<file path="src/rtl/rr_grant_fsm.sv">
// Round-robin arbiter for N_CH requesters sharing one resource. Each grant goes
// through IDLE -> GRANT -> REVOKE, with an optional hold timeout that forces a revoke.
//
// state  | meaning
// -------+----------------------------------------------------------------
// IDLE   | no owner; arbitrate among pending requests each cycle
// GRANT  | one channel owns the resource; hold counter running
// REVOKE | owner asked to release; waiting for its request to drop
// BAD    | unreachable encoding; recovers to IDLE with outputs cleared

module rr_grant_fsm #(
    parameter int N_CH     = 4,
    parameter int MAX_HOLD = 16,
    parameter int IDX_W    = (N_CH > 1) ? $clog2(N_CH) : 1,
    parameter int CNT_W    = (MAX_HOLD > 0) ? $clog2(MAX_HOLD + 1) : 1
) (
    input  logic              i_ck,
    input  logic              i_arst,
    input  logic [N_CH-1:0]   i_req,
    output logic [N_CH-1:0]   o_grant,
    output logic              o_grantValid,
    output logic [IDX_W-1:0]  o_grantIdx,
    output logic              o_revoke,
    output logic [1:0]        o_state
);

    typedef enum logic [1:0] {
        ST_IDLE   = 2'd0,
        ST_GRANT  = 2'd1,
        ST_REVOKE = 2'd2,
        ST_BAD    = 2'd3
    } state_t;

    localparam bit               HOLD_EN   = (MAX_HOLD != 0);
    localparam logic [CNT_W-1:0] HOLD_LAST = CNT_W'(HOLD_EN ? MAX_HOLD - 1 : 0);
    localparam logic [CNT_W-1:0] HOLD_TOP  = CNT_W'(MAX_HOLD);
    localparam logic [IDX_W-1:0] PTR_INIT  = IDX_W'(N_CH - 1);

    state_t             state_q, state_d;
    logic [N_CH-1:0]    grant_q, grant_d;
    logic               valid_q, valid_d;
    logic [IDX_W-1:0]   idx_q, idx_d;
    logic               revoke_q, revoke_d;
    logic [IDX_W-1:0]   ptr_q, ptr_d;
    logic [CNT_W-1:0]   cnt_q, cnt_d;

    logic               any_req;
    logic               owner_req;
    logic               others_req;
    logic               hold_expired;
    logic               cnt_sat;
    logic [IDX_W-1:0]   win_idx;
    logic [N_CH-1:0]    win_onehot;

    // First requester strictly after the last owner, wrapping around.
    function automatic logic [IDX_W-1:0] rr_pick(
        input logic [N_CH-1:0]  req,
        input logic [IDX_W-1:0] ptr
    );
        logic [IDX_W-1:0] pick;
        logic             found;
        int               cand;
        pick  = '0;
        found = 1'b0;
        for (int i = 1; i <= N_CH; i++) begin
            cand = int'(ptr) + i;
            if (cand >= N_CH) begin
                cand = cand - N_CH;
            end
            if (!found && req[IDX_W'(cand)]) begin
                found = 1'b1;
                pick  = IDX_W'(cand);
            end
        end
        return pick;
    endfunction

    always_comb begin
        win_idx    = rr_pick(i_req, ptr_q);
        win_onehot = '0;
        win_onehot[win_idx] = 1'b1;
    end

    assign any_req      = |i_req;
    assign owner_req    = |(i_req & grant_q);
    assign others_req   = |(i_req & ~grant_q);
    assign cnt_sat      = (cnt_q == HOLD_TOP);
    assign hold_expired = HOLD_EN && (cnt_q >= HOLD_LAST);

    always_ff @(posedge i_ck) begin
        if (i_arst) begin
            state_q  <= ST_IDLE;
            grant_q  <= '0;
            valid_q  <= 1'b0;
            idx_q    <= '0;
            revoke_q <= 1'b0;
            ptr_q    <= PTR_INIT;
            cnt_q    <= '0;
        end else begin
            state_q  <= state_d;
            grant_q  <= grant_d;
            valid_q  <= valid_d;
            idx_q    <= idx_d;
            revoke_q <= revoke_d;
            ptr_q    <= ptr_d;
            cnt_q    <= cnt_d;
        end
    end

    always_comb begin
        state_d  = state_q;
        grant_d  = grant_q;
        valid_d  = valid_q;
        idx_d    = idx_q;
        revoke_d = revoke_q;
        ptr_d    = ptr_q;
        cnt_d    = cnt_q;

        case (state_q)
            ST_IDLE: begin
                if (any_req) begin
                    state_d  = ST_GRANT;
                    grant_d  = win_onehot;
                    valid_d  = 1'b1;
                    idx_d    = win_idx;
                    ptr_d    = win_idx;
                    revoke_d = 1'b0;
                    cnt_d    = '0;
                end
            end

            ST_GRANT: begin
                // Release takes priority over a timeout expiring on the same edge.
                if (!owner_req) begin
                    state_d  = ST_IDLE;
                    grant_d  = '0;
                    valid_d  = 1'b0;
                    idx_d    = '0;
                    revoke_d = 1'b0;
                    cnt_d    = '0;
                end else begin
                    if (!cnt_sat) begin
                        cnt_d = cnt_q + 1'b1;
                    end
                    if (hold_expired && others_req) begin
                        state_d  = ST_REVOKE;
                        revoke_d = 1'b1;
                    end
                end
            end

            ST_REVOKE: begin
                if (!owner_req) begin
                    state_d  = ST_IDLE;
                    grant_d  = '0;
                    valid_d  = 1'b0;
                    idx_d    = '0;
                    revoke_d = 1'b0;
                    cnt_d    = '0;
                end
            end

            default: begin
                state_d  = ST_IDLE;
                grant_d  = '0;
                valid_d  = 1'b0;
                idx_d    = '0;
                revoke_d = 1'b0;
                cnt_d    = '0;
            end
        endcase
    end

    assign o_grant      = grant_q;
    assign o_grantValid = valid_q;
    assign o_grantIdx   = idx_q;
    assign o_revoke     = revoke_q;
    assign o_state      = state_q;

    a_grant_onehot: assert property (@(posedge i_ck) disable iff (i_arst)
        $onehot0(grant_q));
    a_revoke_state: assert property (@(posedge i_ck) disable iff (i_arst)
        revoke_q |-> (state_q == ST_REVOKE));
    a_valid_or: assert property (@(posedge i_ck) disable iff (i_arst)
        valid_q == (|grant_q));

endmodule

</file>
<file path="config.mk">
export PLATFORM = sky130hd
export DESIGN_NAME = rr_grant_fsm
export DESIGN_NICKNAME = d
export VERILOG_FILES = /design/src/rtl/rr_grant_fsm.sv
export SDC_FILE = /design/constraint.sdc
export NUM_CORES = 1
export LEC_CHECK = 0
export CAP_MARGIN = 30
export CORE_MARGIN = 1.5
export CORE_UTILIZATION = 39
export CTS_CLUSTER_DIAMETER = 60
export DETAILED_ROUTE_END_ITERATION = 7
export PLACE_DENSITY_LB_ADDON = 0.15
export SLEW_MARGIN = 20
export SYNTH_ARGS = -nofsm -noshare
export SYNTH_HDL_FRONTEND = slang
export SYNTH_SLANG_ARGS = --single-unit
</file>
<file path="constraint.sdc">
create_clock -name i_ck -period 2.1 [get_ports i_ck]
set_input_delay 0.63 -clock i_ck [delete_from_list [all_inputs] [get_ports i_ck]]
set_output_delay 0.63 -clock i_ck [all_outputs]
set_load 0.01 [all_outputs]
</file>
==> impl_metrics.toml <==
[floorplan]
die_area_sq_um = 2770
start_util_pct = 42.3
die_height_um = 52.7
floorplan.die.width_um = 52.7
number_of_rows_in_the_core_area = 17
io-pin-count = 16
coreArea_sq_um = 2280

[power_and_ir_drop]
power.switching_fraction_pct = 29.9
power_density_nw_per_um2 = 629
power.share.combinational_pct = 28.8
power.static_leakage_nw = 0.507
clock_power_share_pct = 26.9
total_power_uw = 787
power.internal_uw = 552
power.ir.vdd_worst_v = 0.000499
power.share.sequential_pct = 44.3
switching_power_uw = 235

[route]
wl_per_cell_um = 12.9
final_antenna_net_count = 0
drt_first_pass_iters = 4
drc_errors = 0
number_of_vias_in_the_routed_layout = 859
drt-initial-drc-count = 10
routed_via_density = 5.24
routed_wirelength_um = 2110

[placed_design]
dp_hpwl_um = 1640
gp_routability_congestion = 0.799
area_after_dpl_sq_um = 1200
place.detailed.instances = 160
io_buffer_count = 15

[critical_path]
worst_ep_arrival_time_ns = 2.18
worst-r2r-cell-count = 7
path_max_fanout = 6
critPathCaptureType = "register"
r2r_slack_ns = 0.42
worst_setup_path_start_kind = "input pin"
timing.critical_path.required_ns = 2.33
reg2reg_to = "cnt_q[1]"
path_class = "input pin to register"
worstSetupEndpoint = "cnt_q[1]"
timing.critical_path.mode_cell = "nor4_2"
path_cells = "clkdlybuf4s50_1 -> nor4_2 -> and2_1 -> buf_4 -> nor4_2 -> nand3_1 -> o2bb2ai_1"
rr_startpoint = "o_state[1]"
crit_path_start = "i_req[0]"
worst_path_max_delay_cell = "clkdlybuf4s50_1"
timing.critical_path.slowest_cell_delay_ns = 0.58

[grt]
grt_pass1_vias = 822
grt_usage_pct = 18.0
antenna_found_initial = 0
grt_max_degree = 14
global_route.overflow_total = 0
global_route_wire_length_before_repair_um = 3590

[final_layout]
layout.cells.most_common = "dfxtp_1"
nets = 149
finish.instance_area_sq_um = 1250
fillCellCount = 200
n_antenna_cell = 0
final_cells = 164
final_cell_mix = "dfxtp_1, clkdlybuf4s50_1, inv_1, buf_4, nor2_1"
synthToLayoutAreaGrowth_pct = 30.0
finalCoreUtilization_pct = 55.0
final_layout_size_suffix_gt1_share_pct = 18.4

[clocking]
cts_num_sinks = 16
clkSlewWorstSetupHoldPaths_ns = 0.10
cts_tree = "built"
ctsRootBufferMaster = "clkbuf_4"
clockBufferDepth = 2
cts_max_level = 1
clk-insertion-delay-late_ns = 0.29
tritoncts.num_buffers = 3
holdBufCountCts = 0

[yosys]
synth.avg_cell_area_sq_um = 8.75
synth_async_sr_flop_share_pct = 0
synthFlopType = "dfxtp_1"
netlist-cell-type-count = 35
post_synth_inst_count = 110
yosysWarningCount = 0
mappedNetlistNets = 122
synthesis.area_sq_um = 962
synth-edff-count = 0
seq_area_frac_synth_pct = 33.3
ys_ff_latch = 16

[sta]
slew-limit-headroom_pct = 70.7
finalHoldViolCount = 0
period_needed_ns = 1.95
tightestPinTransition_ns = 0.440
clock.fmax_ghz = 0.513
timing_max_transition_violations_final = 0
setup_total_negative_slack_ns = 0
unrepaired_setup_endpoints_after_global_routing = "no"
setup_viol_count_final = 0
period_share_pct = 92.8
fin_skew_ns = 0.00823

[run_status]
outcome = "finished clean"

[worst_hold_path]
worst_hold_path_type = "register to register"

[flow_run]
cap_viol_max_count = 0
## flip-flops by register name (all words and copies together), names as in the netlist
register      flops
ptr_q             2
cnt_q             5
o_state           2
o_grantValid      1
o_grantIdx        2
o_grant           4
## timing repair
item	CTS	global route
endpoints found under the setup margin	0	5
resized for setup	0	3
setup buffers	0	0
## power groups by stage
stage               logic [mW]  registers (mW)  clock network (mW)
floorplan                0.119           0.357                   0
global placement         0.218           0.355                   0
detailed placement       0.222           0.356                   0
CTS                      0.224           0.349               0.217
global route             0.251           0.352               0.235
finish                   0.227           0.349               0.211
## stage by stage
step / hold slack, ns / worst slack (ns)
4_1_cts: 0.477 / 0.130
2_1_floorplan: 0.471 / 0.473
3_5_place_dp: 0.459 / -0.175
3_3_place_gp: 0.449 / -0.159
5_1_grt: 0.496 / 0.00773
6_report: 0.469 / 0.152
## area by class of cell
class	instances	area, sq um	area share, %
inverters	12	45.0	3.60
repair buffers	27	240	19.2
flip-flops and latches	16	320	25.6
clock buffers	4	36.3	2.90
well taps	28	35.0	2.80
multi-input cells	77	574	45.9
## kinds of logic (layout without fill, tap and decap cells)
logic type / after synthesis / after routing / share of synthesized area, %
simple gates: 32 / 32 / 18.7
compound gates: 33 / 33 / 26.0
flops: 16 / 16 / 33.3
xor+xnor: 3 / 3 / 2.73
fa+ha+maj: 6 / 6 / 7.80
mux: 3 / 3 / 3.12
buf+inv: 17 / 43 / 8.32
## worst min-delay path by stage
stage / startpoint / end / slack (ns) / cells past startpoint
final: o_grantIdx[1] / o_grantIdx[1] / 0.47 / 2
after global routing: o_grantIdx[1] / o_grantIdx[1] / 0.50 / 2
after CTS: o_grantIdx[1] / o_grantIdx[1] / 0.48 / 2
after detailed placement: o_grantIdx[1] / o_grantIdx[1] / 0.46 / 2
after global placement: o_grantIdx[1] / o_grantIdx[1] / 0.45 / 2
after floorplan: cnt_q[4] / cnt_q[4] / 0.47 / 1
## cell usage after synthesis (all sizes together), types with 2 or more instances
cell type	number	area, sq um
a21o	3	22.5
nand2	5	18.8
nor4	2	18.8
o32ai	3	26.3
buf	3	26.3
a21oi	8	40.0
xnor2	3	26.3
mux2i	3	30.0
clkbuf	2	8.75
ha	6	75.1
inv	12	45.0
o2bb2ai	2	17.5
nor2	9	33.8
nor2b	2	12.5
a31oi	2	12.5
a22oi	5	37.5
dfxtp	16	320
a211oi	3	37.5
nand3	2	10.0
nand2b	7	43.8
## routing by layer
| metal | GRT usage [%] | up-vias | wire length (um) |
|---|---|---|---|
| li1 | - | 447 | - |
| met3 | 5.43 | 6 | 63 |
| met4 | 8.12 | 0 | 45 |
| met2 | 26.3 | 16 | 921 |
| met5 | 0 | - | 0 |
| met1 | 24.2 | 390 | 1080 |
## critical path, delay by kind of cell
family	cells	cell delay, ns
AOI/OAI and AO/OA	1	0.16
buffers and inverters	2	0.74
and+or+nand+nor	4	0.65
Power figures use the tool's default switching activity.
